### config.mk
export PLATFORM = sky130hd
export DESIGN_NAME = muldiv_issue_ctrl
export DESIGN_NICKNAME = d
export VERILOG_FILES = /design/src/rtl/muldiv_issue_ctrl.sv
export SDC_FILE = /design/constraint.sdc
export NUM_CORES = 1
export LEC_CHECK = 0
export ABC_AREA = 1
export BUFFER_PORTS_ARGS = -buffer_cell sky130_fd_sc_hd__clkbuf_2
export CORE_MARGIN = 2
export CORE_UTILIZATION = 53
export CTS_BUF_LIST = sky130_fd_sc_hd__clkbuf_8
export DETAILED_ROUTE_END_ITERATION = 8
export HOLD_SLACK_MARGIN = 0.05
export PLACE_DENSITY_LB_ADDON = 0.05
export SLEW_MARGIN = 15
export SYNTH_ARGS = -nofsm -noshare
export SYNTH_HDL_FRONTEND = slang
export SYNTH_SLANG_ARGS = --single-unit
### constraint.sdc
create_clock -name clk -period 4.22 [get_ports clk]
set_clock_uncertainty 0.15 [all_clocks]
set_input_delay 0 -clock clk [delete_from_list [all_inputs] [get_ports clk]]
set_output_delay 0 -clock clk [all_outputs]
set_load 0.02 [all_outputs]
### src/rtl/muldiv_issue_ctrl.sv
// Issue controller between the core and the shared multiplier/divider units.
// Latches one M-extension op, starts the matching unit (or resolves divide
// special cases locally), waits for its result and holds it until taken.
// Latency counts the accept cycle and the first resp_valid cycle, so a
// locally resolved op shows resp_valid on the cycle right after the accept edge.
module muldiv_issue_ctrl #(
  parameter bit BYPASS_SPECIAL = 1'b1,
  localparam int unsigned XLEN = 32
) (
  input  logic            clk,
  input  logic            resetn,
  input  logic            req_valid,
  output logic            req_ready,
  input  logic [2:0]      funct3,
  input  logic [XLEN-1:0] rs1,
  input  logic [XLEN-1:0] rs2,
  input  logic            flush,
  output logic            resp_valid,
  input  logic            resp_ready,
  output logic [XLEN-1:0] resp_data,
  output logic [XLEN-1:0] op_a,
  output logic [XLEN-1:0] op_b,
  output logic            mul_start,
  output logic [1:0]      mul_op,
  input  logic            mul_ready,
  input  logic [XLEN-1:0] mul_result,
  output logic            div_start,
  output logic [1:0]      div_op,
  input  logic            div_ready,
  input  logic [XLEN-1:0] div_result,
  output logic            busy
);

  localparam logic [XLEN-1:0] INT_MIN  = {1'b1, {(XLEN-1){1'b0}}};
  localparam logic [XLEN-1:0] ALL_ONES = {XLEN{1'b1}};

  typedef enum logic [2:0] {
    IDLE     = 3'd0,
    MUL_WAIT = 3'd1,
    DIV_WAIT = 3'd2,
    DONE     = 3'd3,
    DRAIN    = 3'd4
  } state_e;

  state_e          state_q;
  state_e          state_d;
  logic            drain_div_q;
  logic            drain_div_d;

  logic            req_ready_d;
  logic            busy_d;
  logic            resp_valid_d;
  logic [XLEN-1:0] resp_data_d;
  logic [XLEN-1:0] op_a_d;
  logic [XLEN-1:0] op_b_d;
  logic            mul_start_d;
  logic [1:0]      mul_op_d;
  logic            div_start_d;
  logic [1:0]      div_op_d;

  logic            div_by_zero;
  logic            div_overflow;
  logic            div_special;
  logic [XLEN-1:0] special_result;
  logic            drain_done;

  // Divide special cases, judged on the raw request operands
  always_comb begin
    div_by_zero  = (rs2 == '0);
    div_overflow = ~funct3[0] && (rs1 == INT_MIN) && (rs2 == ALL_ONES);
    div_special  = funct3[2] && (div_by_zero || div_overflow);
    if (div_by_zero) begin
      special_result = funct3[1] ? rs1 : ALL_ONES;
    end else begin
      special_result = funct3[1] ? '0 : INT_MIN;
    end
  end

  // A drained op only completes on the ready of the unit it was sent to
  always_comb begin
    drain_done = drain_div_q ? div_ready : mul_ready;
  end

  // Next-state and next-output logic
  always_comb begin
    state_d      = state_q;
    drain_div_d  = drain_div_q;
    resp_data_d  = resp_data;
    op_a_d       = op_a;
    op_b_d       = op_b;
    mul_op_d     = mul_op;
    div_op_d     = div_op;
    mul_start_d  = 1'b0;
    div_start_d  = 1'b0;

    unique case (state_q)
      IDLE: begin
        // flush outranks a request; unit readies are stale here
        if (!flush && req_valid) begin
          op_a_d = rs1;
          op_b_d = rs2;
          if (!funct3[2]) begin
            mul_op_d    = funct3[1:0];
            mul_start_d = 1'b1;
            state_d     = MUL_WAIT;
          end else begin
            div_op_d = funct3[1:0];
            if (BYPASS_SPECIAL && div_special) begin
              resp_data_d = special_result;
              state_d     = DONE;
            end else begin
              div_start_d = 1'b1;
              state_d     = DIV_WAIT;
            end
          end
        end
      end

      MUL_WAIT: begin
        if (mul_ready) begin
          if (flush) begin
            state_d = IDLE;
          end else begin
            resp_data_d = mul_result;
            state_d     = DONE;
          end
        end else if (flush) begin
          drain_div_d = 1'b0;
          state_d     = DRAIN;
        end
      end

      DIV_WAIT: begin
        if (div_ready) begin
          if (flush) begin
            state_d = IDLE;
          end else begin
            resp_data_d = div_result;
            state_d     = DONE;
          end
        end else if (flush) begin
          drain_div_d = 1'b1;
          state_d     = DRAIN;
        end
      end

      DONE: begin
        if (flush || resp_ready) begin
          state_d = IDLE;
        end
      end

      DRAIN: begin
        if (drain_done) begin
          state_d = IDLE;
        end
      end

      default: begin
        state_d = IDLE;
      end
    endcase

    req_ready_d  = (state_d == IDLE);
    busy_d       = (state_d != IDLE);
    resp_valid_d = (state_d == DONE);
  end

  // State and registered outputs
  always_ff @(posedge clk or negedge resetn) begin
    if (!resetn) begin
      state_q     <= IDLE;
      drain_div_q <= 1'b0;
      req_ready   <= 1'b1;
      busy        <= 1'b0;
      resp_valid  <= 1'b0;
      resp_data   <= '0;
      op_a        <= '0;
      op_b        <= '0;
      mul_start   <= 1'b0;
      mul_op      <= '0;
      div_start   <= 1'b0;
      div_op      <= '0;
    end else begin
      state_q     <= state_d;
      drain_div_q <= drain_div_d;
      req_ready   <= req_ready_d;
      busy        <= busy_d;
      resp_valid  <= resp_valid_d;
      resp_data   <= resp_data_d;
      op_a        <= op_a_d;
      op_b        <= op_b_d;
      mul_start   <= mul_start_d;
      mul_op      <= mul_op_d;
      div_start   <= div_start_d;
      div_op      <= div_op_d;
    end
  end

endmodule

After elaboration in Yosys (flattened, before gate mapping)
Cells that the tools add are included.

operators by class
  bitwise gates (word level) = 2
  reduce and logical (&&, ||, !) cells = 18
  eq/ne operators = 18
  muxes and demuxes = 34

operator list
  cell                  count
  $mux 32               10
  $pmux 32 s3           1
  $eq 32x32->1 const B  2
  $logic_not 32->1      1
  $ne 2x2->1 const B    11
  $mux 3                6
  $pmux 3 s5            1
  $mux 1                13
  $eq 3x2->1 const B    3
  $reduce_and 8->1      1
  $logic_not 3->1       2
  $reduce_and 3->1      2
  $reduce_bool 3->1     2
  $reduce_and 5->1      1
  $logic_and 1x1->1     4
  $mux 2                2
  $eq 3x1->1 const B    1
  $eq 3x3->1 const B    1
  $logic_or 1x1->1      2
  $not 1->1             2
  $pmux 1 s2            1
  $reduce_and 2->1      1
  $reduce_bool 2->1     1
  $logic_not 1->1       1

storage, ports and cells
  logic and storage cells = 84
  output and inout port bits = 105
  register bits = 109
  input bits = 138

Depth between registers and ports, before layout
Gate-level depths: netlist of run 1.

  depth after elaboration = 10
  gate-level depth with buffers = 14
  mapped depth without buffers = 13

Least setup slack after synthesis of run 1
No wires, ideal clock.

  path type = register to register
  start = register state_q[0]
  end = register resp_data[0]
  slack = 2.323 ns
  data required time = 3.953 ns
  period minus slack after synthesis = 1.897 ns
  arrival time = 1.630 ns
  cell stages (with the launch flop) = 11
  setup time = 0.117 ns
  path buffers = 1
  cells stage by stage = dfrtp_1 -> inv_1 -> nand3_2 -> nand2_1 -> inv_2 -> nor2_1 -> nor4_4 -> nand2_4 -> buf_6 -> nand2_1 -> nand2_1

on the way
  word-level cells in the longest chain between the ends = 3
  elaborated cells on any way between the ends = 13
  those cells by class = eq/ne (9); mux (1); reduce/logical (3)

ends and longest elaborated chain
  element                                                    line  RTL
  start, declared                                            45    state_e state_q;
  start signal, assigned                                     185   state_q <= state_d;
  $eq 3x2->1 (tied with other cells)                         96    unique case (state_q)
  $ne 2x2->1 (no line) or $reduce_bool 3->1 (tied branches)  --
  $reduce_and 8->1 (no line)                                 --
  end signal, assigned                                       190   resp_data <= resp_data_d;
  end, declared                                              20    output logic [XLEN-1:0] resp_data,

Parallel ways exist; a longest one is shown, timed or not.
A chain may end at the register's enable or synchronous reset.

Final worst setup path of run 1
  start = register state_q[2]
  end = register drain_div_q

on the way
  word-level cells in the longest chain between the ends = 3
  elaborated cells on any way between the ends = 9
  those cells by class = eq/ne (6); mux (1); reduce/logical (2)

ends and longest elaborated chain
  element                                                    line  RTL
  $eq 3x2->1 or $eq 3x1->1 (tied branches)                   96
  $ne 2x2->1 (no line) or $reduce_bool 2->1 (tied branches)  --
  $reduce_and 5->1 (no line)                                 --
  end signal, assigned                                       186   drain_div_q <= drain_div_d;
  end, declared                                              47    logic drain_div_q;

Parallel ways exist; a longest one is shown, timed or not.

==> results of run 1 <==
==> metrics by stage <==
| stage | instances | cell area (um2) | setup slack, ns | hold WS [ns] | total power [W] |
|---|---|---|---|---|---|
| finish | 1233 | 8280 | 1.19 | 0.0867 | 0.00497 |
| global route | 1233 | 8280 | 0.996 | 0.0997 | 0.00526 |
| CTS | 1233 | 8280 | 1.30 | 0.0525 | 0.00488 |
| detailed placement | 1083 | 6760 | 1.39 | 0.00314 | 0.00407 |
| global placement | 1083 | 6760 | 1.50 | -0.00474 | 0.00399 |
| floorplan | 733 | 5500 | 2.32 | -0.446 | 0.00332 |
==> worst register-to-register path: stages, from the launching register on <==
cell	delay [ns]
dfrtp_1	0.43
inv_1	0.18
nand3_2	0.62
o22ai_1	0.60
inv_1	0.10
o21ai_0	0.15
o31ai_1	0.10
dlygate4sd3_1	0.58
==> layout by cell type, fill, tap and decap left out <==
cell type / instances
buf_4: 7
nand2_4: 1
clkbuf_2: 241
nand2_1: 240
inv_1: 110
and2_1: 1
dfrtp_1: 108
clkinv_2: 1
nor3_1: 9
nor2_1: 69
dlygate4sd3_1: 136
nor4_4: 1
nand3_1: 36
nand4_1: 7
nor4_1: 3
o22ai_1: 34
o21ai_0: 38
dfstp_2: 1
a211oi_1: 1
o31ai_1: 1
clkinv_1: 2
clkinvlp_4: 3
clkbuf_8: 9
a21oi_1: 2
nand2_2: 1
inv_2: 1
o21bai_1: 31
nand3_2: 2
nand3b_1: 1
==> Yosys cell counts <==
master	n	area [um2]
o21ai_0	38	190
clkbuf_1	23	86.3
buf_1	5	18.8
nand2_1	241	905
nor2_1	69	259
inv_1	109	409
and2_1	1	6.26
nor4_4	1	21.3
dfrtp_1	108	2700
nor3_1	9	45.0
nand3_2	2	20.0
o31ai_1	1	7.51
o22ai_1	34	213
nand3_1	36	180
a211oi_1	1	7.51
buf_6	6	67.6
clkinv_1	2	7.51
nor4_1	3	18.8
nand2_4	1	11.3
dfstp_2	1	26.3
a21oi_1	2	10.0
nand4_1	7	43.8
inv_2	1	3.75
nand3b_1	1	7.51
o21bai_1	31	233
==> metal layers <==
layer	vias to the layer above	GRT usage, %
met5	-	0
met4	0	21.4
met3	106	9.28
met2	420	62.4
met1	3075	43.0
li1	3000	-
==> timing repair <==
item,4_1_cts,5_1_grt
hold buffers,136,0
endpoints found under the hold margin,173,0
setup endpoints to repair,0,0
resized for setup,0,0
==> cell families (layout without fill, tap and decap cells) <==
group / Yosys count / count (layout) / share of synthesized area, %
and+or+nand+nor: 371 / 371 / 27.6
DFF: 109 / 109 / 49.6
buffers and inverters: 146 / 510 / 10.8
AOI/OAI and AO/OA: 107 / 107 / 12.0
==> registers in the layout, indices dropped and copies added, names as in the netlist <==
signal	cells
busy	1
resp_valid	1
mul_start	1
req_ready	1
drain_div_q	1
mul_op	2
resp_data	32
op_a	32
div_op	2
state_q	3
op_b	32
div_start	1
==> how the worst min path moves through the flow <==
stage	slack, ns	start	end	cells past startpoint
2_1_floorplan	-0.45	resetn	busy$_DFF_PN0_	0
6_report	0.09	mul_result[31]	resp_data[31]$_DFFE_PN0P_	7
3_3_place_gp	-0.005	resetn	op_b[27]$_DFFE_PN0P_	1
4_1_cts	0.05	mul_result[13]	resp_data[13]$_DFFE_PN0P_	6
3_5_place_dp	0.003	resetn	op_b[24]$_DFFE_PN0P_	1
5_1_grt	0.1	mul_result[13]	resp_data[13]$_DFFE_PN0P_	6
==> final cells by class <==
class | instances | area share (%)
multi-input combinational | 478 | 26.4
inverter | 112 | 5.08
tap | 136 | 2.06
clock buffer | 9 | 1.50
clock inverter | 5 | 0.378
timing repair buffer | 384 | 31.7
sequential | 109 | 33.0
==> power by group <==
group	internal [W]	switching (W)	leakage [nW]
sequential	0.00145	0.000261	1.40
clock	0.000205	0.000352	0.0744
combinational	0.000970	0.00172	3.33
==> flow_summary.html, run 1 <==
<table>
<tr><th>Metric</th><th>Value</th></tr>
<tr><th colspan="2">Worst setup path</th></tr>
<tr><td>Series of cell instances along the critical path</td><td>inv_1, nand3_2, o22ai_1, inv_1, o21ai_0, o31ai_1, dlygate4sd3_1</td></tr>
<tr><td>End point of the critical path</td><td>drain_div_q$_DFFE_PN0P_</td></tr>
<tr><td>Largest fanout on the critical path</td><td>34</td></tr>
<tr><td>Max stage delay cell, worst path</td><td>nand3_2</td></tr>
<tr><td>Reg2reg start</td><td>state_q[2]$_DFF_PN0_</td></tr>
<tr><td>Worst setup path start</td><td>state_q[2]$_DFF_PN0_</td></tr>
<tr><td>Reg-to-Reg End</td><td>drain_div_q$_DFFE_PN0P_</td></tr>
<tr><td>Dominant delay contributor by cell family on the critical path</td><td>buffers and inverters</td></tr>
<tr><td>Register-to-register setup slack</td><td>approximately 1.2 ns</td></tr>
<tr><td>Req. time, crit path</td><td>between 4 and 5 ns</td></tr>
<tr><td>Crit path largest cell delay</td><td>0.62 ns</td></tr>
<tr><td>Critical path depth</td><td>7</td></tr>
<tr><td>Most numerous cell on the critical path</td><td>inv_1</td></tr>
<tr><td>Class of the most critical setup path</td><td>reg -&gt; reg</td></tr>
<tr><td>Category of the worst setup path launch point</td><td>flop</td></tr>
<tr><td>Number of cells on the worst reg-to-reg path</td><td>7</td></tr>
<tr><td>Data arrival time of the worst path</td><td>between 3 and 4 ns</td></tr>
<tr><td>Crit path buffers/inverters</td><td>3</td></tr>
<tr><td>Crit end category</td><td>flop</td></tr>
<tr><th colspan="2">Timing</th></tr>
<tr><td>RSZ-0062 raised after global routing</td><td>false</td></tr>
<tr><td>Measured slew at the worst slew-check pin</td><td>1.09 ns</td></tr>
<tr><td>Worst slew margin relative to its limit</td><td>27.1%</td></tr>
<tr><td>Min cycle time layout</td><td>around 3.0 ns</td></tr>
<tr><td>Slew Limit Fails</td><td>0</td></tr>
<tr><td>Setup TNS after final layout</td><td>0 ns</td></tr>
<tr><td>Number of endpoints failing setup at the final stage</td><td>0</td></tr>
<tr><td>FMAX</td><td>roughly 330 MHz</td></tr>
<tr><td>Count of final hold-check violations</td><td>0</td></tr>
<tr><td>Share of the cycle needed by the critical path after routing</td><td>a little under three quarters</td></tr>
<tr><th colspan="2">Final layout</th></tr>
<tr><td>Filler cells</td><td>approximately 670</td></tr>
<tr><td>Final antenna diode count</td><td>0</td></tr>
<tr><td>Core Util, Final</td><td>between 80 and 90%</td></tr>
<tr><td>Layout cell share with drive strength beyond 1</td><td>around a quarter</td></tr>
<tr><td>Layout overhead on the synthesized area</td><td>50.5%</td></tr>
<tr><td>Multi-input combinational cell area</td><td>roughly 2200 um2</td></tr>
<tr><td>Layout Nets</td><td>between 1,000 and 1,500</td></tr>
<tr><td>Seq. cell area</td><td>approximately 2700 um2</td></tr>
<tr><th colspan="2">Drt</th></tr>
<tr><td>Total length of routed met3 wires</td><td>1830 um</td></tr>
<tr><td>Uppermost signal routing layer after detailed routing</td><td>met4</td></tr>
<tr><td>DRT met1 WL</td><td>7680 um</td></tr>
<tr><td>Iter 0 DRT Violations</td><td>slightly below 500</td></tr>
<tr><td>Number of optimization iterations in the first detailed-route pass</td><td>5</td></tr>
<tr><td>Vias per cell</td><td>roughly 5.4</td></tr>
<tr><td>Wire per inst</td><td>roughly 17 um</td></tr>
<tr><td>Number of vias after detailed routing</td><td>6,601</td></tr>
<tr><td>DRT Wirelength</td><td>around 21,000 um</td></tr>
<tr><td>Remaining routing DRC violations</td><td>0</td></tr>
<tr><td>Metal2 WL</td><td>slightly above 10,000 um</td></tr>
<tr><td>Final antenna-violating net count</td><td>0</td></tr>
<tr><th colspan="2">Status</th></tr>
<tr><td>Outcome</td><td>finished, final reports clean</td></tr>
<tr><th colspan="2">Power and ir drop</th></tr>
<tr><td>Leakage power of the design</td><td>4.80 nW</td></tr>
<tr><td>PwrDens</td><td>between 600 and 700 nW/um2</td></tr>
<tr><td>Peak supply drop</td><td>361 uV</td></tr>
<tr><th colspan="2">Clock tree</th></tr>
<tr><td>Clock transition at path regs</td><td>about 0.1 ns</td></tr>
<tr><td>Clk Tree Root Cell</td><td>clkbuf_8</td></tr>
<tr><td>Number of CTS-inserted buffers</td><td>9</td></tr>
<tr><td>Number of clock sinks</td><td>roughly 110</td></tr>
<tr><td>Buffers inserted by post-CTS timing repair</td><td>0</td></tr>
<tr><td>TritonCTS clock tree</td><td>yes</td></tr>
<tr><td>Worst-skew pair later-pin latency</td><td>between 0.3 and 0.4 ns</td></tr>
<tr><td>CTS Buffer Depth</td><td>2</td></tr>
<tr><td>Maximum level of the CTS H-tree</td><td>3</td></tr>
<tr><th colspan="2">Floorplan</th></tr>
<tr><td>Die Height</td><td>about 110 um</td></tr>
<tr><td>Placeable core area</td><td>a little over 10,000 um2</td></tr>
<tr><td>Width of the die</td><td>approximately 110 um</td></tr>
<tr><td>Die footprint</td><td>11,200 um2</td></tr>
<tr><td>Count of standard-cell rows</td><td>37</td></tr>
<tr><td>Starting density of the core</td><td>approximately 54%</td></tr>
<tr><td>Boundary pin count</td><td>around 240</td></tr>
<tr><th colspan="2">Yosys</th></tr>
<tr><td>Area of the mapped netlist</td><td>5500 um2</td></tr>
<tr><td>Fraction of the yosys area taken by sequential cells</td><td>between 40 and 50%</td></tr>
<tr><td>Register bit count reported by yosys</td><td>around 110</td></tr>
<tr><td>Cell variety after synth</td><td>25</td></tr>
<tr><td>Gate count of the mapped netlist</td><td>roughly 730</td></tr>
<tr><td>Nets in the synthesized netlist</td><td>approximately 870</td></tr>
<tr><td>Avg Cell Area, Syn</td><td>roughly 7.5 um2</td></tr>
<tr><td>Count of yosys warnings during synthesis</td><td>0</td></tr>
<tr><th colspan="2">Global routing</th></tr>
<tr><td>Vias in the first global route</td><td>about 6,600</td></tr>
<tr><td>Wire length of the first global-routing pass</td><td>32,300 um</td></tr>
<tr><td>Largest net degree at the start of global routing</td><td>76</td></tr>
<tr><td>Total global routing overflow</td><td>0</td></tr>
<tr><td>Total routing resource utilization after global routing</td><td>37.1%</td></tr>
<tr><td>Antenna violations before repair</td><td>0</td></tr>
<tr><th colspan="2">Min path</th></tr>
<tr><td>Worst min-delay path category</td><td>in -&gt; reg</td></tr>
<tr><th colspan="2">Place</th></tr>
<tr><td>Detailed placement HPWL</td><td>roughly 13,000 um</td></tr>
<tr><td>Routability cong.</td><td>0.913</td></tr>
<tr><td>Count of input and output buffers</td><td>242</td></tr>
<tr><th colspan="2">Flow run</th></tr>
<tr><td>Number of max-capacitance violations reported</td><td>0</td></tr>
</table>
Note: power is estimated with default switching activity, not from simulation.
==> run 2: changes to the inputs <==
Settings changed: ABC_AREA 1 to 0, CORE_UTILIZATION 53 to 44.
Clock period 4.22 ns to 2.6 ns, I/O delays scaled along.
==> run 2 against run 1 <==
Net effect: clock power grew 71%; largest power group unchanged; sequential power grew 70%; synthesized area shrank 5.4%; power grew 51%; critical path type unchanged; wire length shrank 12%; via count shrank 21%; cell area shrank 0.38%; combinational power grew 36%.
==> flow_summary.html, run 2 <==
<table>
<tr><th>Metric</th><th>Value</th></tr>
<tr><th colspan="2">Yosys</th></tr>
<tr><td>Nets in the synthesized netlist</td><td>570 (-35%)</td></tr>
<tr><td>Count of yosys warnings during synthesis</td><td>0 (unchanged)</td></tr>
<tr><td>Area of the mapped netlist</td><td>5200 um2 (-5.4%)</td></tr>
<tr><td>Gate count of the mapped netlist</td><td>432 (-41%)</td></tr>
<tr><td>Number of flops mapped to enable cells by yosys</td><td>0 (unchanged)</td></tr>
<tr><td>Fraction of synthesis flops using an asynchronous set or reset pin</td><td>100% (unchanged)</td></tr>
<tr><td>Fraction of the yosys area taken by sequential cells</td><td>52.5% (+2.9 points)</td></tr>
<tr><td>Top-count cell post-synth</td><td>dfrtp_1</td></tr>
<tr><td>Avg Cell Area, Syn</td><td>12.0 um2 (+60%)</td></tr>
<tr><td>Cell variety after synth</td><td>37 (+48%)</td></tr>
<tr><td>Main area contributors after synthesis</td><td>dfrtp_1 52%, mux2_2 21%, a22oi_1 4.5%</td></tr>
<tr><td>Leading cell types by count after synthesis</td><td>108 x dfrtp_1, 97 x mux2_2, 34 x o21ai_0</td></tr>
<tr><td>Most used DFF post-synth</td><td>dfrtp_1</td></tr>
<tr><td>Top-area cell type share of the netlist area</td><td>52.0% (+2.8 points)</td></tr>
<tr><td>Dominant cell type by area after synthesis</td><td>dfrtp_1</td></tr>
<tr><td>Register bit count reported by yosys</td><td>109 (unchanged)</td></tr>
<tr><th colspan="2">Timing</th></tr>
<tr><td>Share of the cycle needed by the critical path after routing</td><td>96.6% (+25 points)</td></tr>
<tr><td>Number of endpoints failing setup at the final stage</td><td>0 (unchanged)</td></tr>
<tr><td>Measured slew at the worst slew-check pin</td><td>0.605 ns (-0.482 ns)</td></tr>
<tr><td>Min cycle time layout</td><td>2.51 ns (-0.522 ns)</td></tr>
<tr><td>Count of final hold-check violations</td><td>0 (unchanged)</td></tr>
<tr><td>Worst slew margin relative to its limit</td><td>59.7% (+33 points)</td></tr>
<tr><td>Slew Limit Fails</td><td>0 (unchanged)</td></tr>
<tr><td>Setup TNS after final layout</td><td>0 ns (unchanged)</td></tr>
<tr><td>FMAX</td><td>398 MHz (+21%)</td></tr>
<tr><td>PnR worst setup slack</td><td>0.0888 ns (-1.10 ns)</td></tr>
<tr><td>WHS</td><td>0.241 ns (+0.155 ns)</td></tr>
<tr><td>RSZ-0062 raised after global routing</td><td>false</td></tr>
<tr><th colspan="2">Worst setup path</th></tr>
<tr><td>Crit path buffers/inverters</td><td>2 (-1)</td></tr>
<tr><td>Category of the worst setup path launch point</td><td>flop</td></tr>
<tr><td>Data arrival time of the worst path</td><td>2.69 ns (-0.45 ns)</td></tr>
<tr><td>Dominant delay contributor by cell family on the critical path</td><td>buffers and inverters</td></tr>
<tr><td>Largest fanout on the critical path</td><td>32 (-5.9%)</td></tr>
<tr><td>Class of the most critical setup path</td><td>reg -&gt; reg</td></tr>
<tr><td>Req. time, crit path</td><td>2.77 ns (-1.55 ns)</td></tr>
<tr><td>Crit end category</td><td>flop</td></tr>
<tr><td>Series of cell instances along the critical path</td><td>nand2b_1, nor2_2, buf_4, a22oi_1, dlygate4sd3_1, o21ai_0, mux2_2</td></tr>
<tr><td>Max stage delay cell, worst path</td><td>dlygate4sd3_1</td></tr>
<tr><td>Crit path largest cell delay</td><td>0.61 ns (about the same)</td></tr>
<tr><th colspan="2">Floorplan</th></tr>
<tr><td>Count of standard-cell rows</td><td>39 (+5.4%)</td></tr>
<tr><td>Placeable core area</td><td>11,500 um2 (+13%)</td></tr>
<tr><td>Starting density of the core</td><td>45.4% (-8.6 points)</td></tr>
<tr><td>Die footprint</td><td>12,700 um2 (+13%)</td></tr>
<tr><td>Width of the die</td><td>113 um (+6.5%)</td></tr>
<tr><td>Die Height</td><td>113 um (+6.5%)</td></tr>
<tr><td>Boundary pin count</td><td>243 (unchanged)</td></tr>
<tr><th colspan="2">Flow run</th></tr>
<tr><td>Number of max-capacitance violations reported</td><td>0 (unchanged)</td></tr>
<tr><th colspan="2">Global routing</th></tr>
<tr><td>Total routing resource utilization after global routing</td><td>29.3% (-7.8 points)</td></tr>
<tr><td>Total global routing overflow</td><td>0 (unchanged)</td></tr>
<tr><td>Largest net degree at the start of global routing</td><td>51 (-33%)</td></tr>
<tr><td>Antenna violations before repair</td><td>0 (unchanged)</td></tr>
<tr><td>Vias in the first global route</td><td>5,597 (-16%)</td></tr>
<tr><td>Wire length of the first global-routing pass</td><td>29,100 um (-9.7%)</td></tr>
<tr><th colspan="2">Final layout</th></tr>
<tr><td>Final antenna diode count</td><td>0 (unchanged)</td></tr>
<tr><td>Filler cells</td><td>824 (+24%)</td></tr>
<tr><td>Layout Nets</td><td>951 (-23%)</td></tr>
<tr><td>Commonest non-fill, non-tap cells in the layout</td><td>241 x clkbuf_2, 140 x dlygate4sd3_1, 106 x dfrtp_1</td></tr>
<tr><td>Layout cell share with drive strength beyond 1</td><td>46.0% (+22 points)</td></tr>
<tr><td>Layout overhead on the synthesized area</td><td>58.5%</td></tr>
<tr><td>Most frequent standard cell in the layout excluding fill and tap cells</td><td>clkbuf_2</td></tr>
<tr><td>Largest registers ranked by flip-flop count</td><td>op_a x32, op_b x32, resp_data x32</td></tr>
<tr><td>Number of standard cells in the final layout excluding fillers</td><td>960 (-22%)</td></tr>
<tr><th colspan="2">Clock tree</th></tr>
<tr><td>CTS Buffer Depth</td><td>2 (unchanged)</td></tr>
<tr><td>Number of CTS-inserted buffers</td><td>9 (unchanged)</td></tr>
<tr><td>TritonCTS clock tree</td><td>yes</td></tr>
<tr><td>Clk Tree Root Cell</td><td>clkbuf_8</td></tr>
<tr><td>Worst-skew pair later-pin latency</td><td>0.38 ns (about the same)</td></tr>
<tr><td>Maximum level of the CTS H-tree</td><td>3 (unchanged)</td></tr>
<tr><td>Number of clock sinks</td><td>109 (unchanged)</td></tr>
<tr><td>Clock transition at path regs</td><td>0.10 ns (about the same)</td></tr>
<tr><th colspan="2">Power and ir drop</th></tr>
<tr><td>Leakage power of the design</td><td>3.80 nW (-21%)</td></tr>
<tr><td>Peak supply drop</td><td>626 uV (+74%)</td></tr>
<tr><td>PwrDens</td><td>912 nW/um2 (+52%)</td></tr>
<tr><th colspan="2">Status</th></tr>
<tr><td>Outcome</td><td>finished, final reports clean</td></tr>
<tr><th colspan="2">Place</th></tr>
<tr><td>Inst Count DP</td><td>804 (-26%)</td></tr>
<tr><td>Worst slack, placed</td><td>0.306 ns (-1.09 ns)</td></tr>
<tr><td>Count of input and output buffers</td><td>242 (unchanged)</td></tr>
<tr><td>Routability cong.</td><td>0.837 (-8.3%)</td></tr>
<tr><td>Detailed placement HPWL</td><td>12,500 um (-2.3%)</td></tr>
<tr><th colspan="2">Drt</th></tr>
<tr><td>DRT Wirelength</td><td>18,200 um (-12%)</td></tr>
<tr><td>Remaining routing DRC violations</td><td>0 (unchanged)</td></tr>
<tr><td>Wire per inst</td><td>19.0 um (+13%)</td></tr>
<tr><td>Number of optimization iterations in the first detailed-route pass</td><td>4 (-1)</td></tr>
<tr><td>Iter 0 DRT Violations</td><td>307 (-38%)</td></tr>
<tr><td>Number of vias after detailed routing</td><td>5,216 (-21%)</td></tr>
<tr><td>Vias per cell</td><td>5.43 (+1.5%)</td></tr>
<tr><td>Final antenna-violating net count</td><td>0 (unchanged)</td></tr>
<tr><th colspan="2">Min path</th></tr>
<tr><td>Worst min-delay path category</td><td>in -&gt; reg</td></tr>
</table>
-- run 2: path summary, 6_finish.rpt --
path / startpoint / end / slack (ns) / cells past startpoint
min reg2reg: resp_data[28]$_DFFE_PN0P_ / resp_data[28]$_DFFE_PN0P_ / 0.36 / 1
min in group asynchronous: resetn / req_ready$_DFF_PN1_ / 0.55 / 3
max: state_q[0]$_DFF_PN0_ / resp_data[15]$_DFFE_PN0P_ / 0.09 / 7
min: funct3[1] / mul_op[1]$_DFFE_PN0P_ / 0.24 / 2
max in group asynchronous: resetn / op_b[15]$_DFFE_PN0P_ / 1.36 / 4
max reg2reg: state_q[0]$_DFF_PN0_ / resp_data[15]$_DFFE_PN0P_ / 0.09 / 7
-- run 2: timing repair --
item / CTS / global route
setup endpoints to repair: 0 / 32
resized for setup: 0 / 6
endpoints found under the hold margin: 218 / 0
buffers inserted: 0 / 0
hold buffers: 141 / 0
-- run 2: kinds of logic after synthesis --
kind of cell	synth area share, %
buffers and inverters	2.43
AND/OR/NAND/NOR	13.6
AO/OA/AOI/OAI	9.81
flip-flops	52.5
multiplexers	21.7
-- run 2: area by class of cell --
class,count,area (um2),share of cell area (%)
clock buffer,11,151,1.84
clock inverter,4,25.0,0.304
inverter,3,11.3,0.137
multi-input combinational,297,2380,28.9
sequential,109,2730,33.1
tap,143,179,2.17
timing repair buffer,393,2760,33.5
-- run 2: through the flow --
stage | utilization [%] | power, W | instance area [um2]
3_5_place_dp | 57.7 | 0.00625 | 6620
6_report | 71.9 | 0.00752 | 8240
3_3_place_gp | 57.7 | 0.00617 | 6620
4_1_cts | 71.7 | 0.00750 | 8220
5_1_grt | 71.9 | 0.00795 | 8240
2_1_floorplan | - | 0.00492 | 5200
-- run 2: power breakdown --
part	total, W	switching [W]	internal [W]
clock	0.000951	0.000558	0.000393
combinational	0.00366	0.00205	0.00161
sequential	0.00291	0.000435	0.00248
-- run 2: metal layers --
layer | vias to the layer above | track usage (%) | wire (um)
li1 | 2386 | - | -
met1 | 2502 | 36.1 | 7450
met2 | 254 | 49.0 | 8790
met3 | 74 | 5.30 | 1080
met4 | 0 | 16.3 | 919
met5 | - | 0 | 0
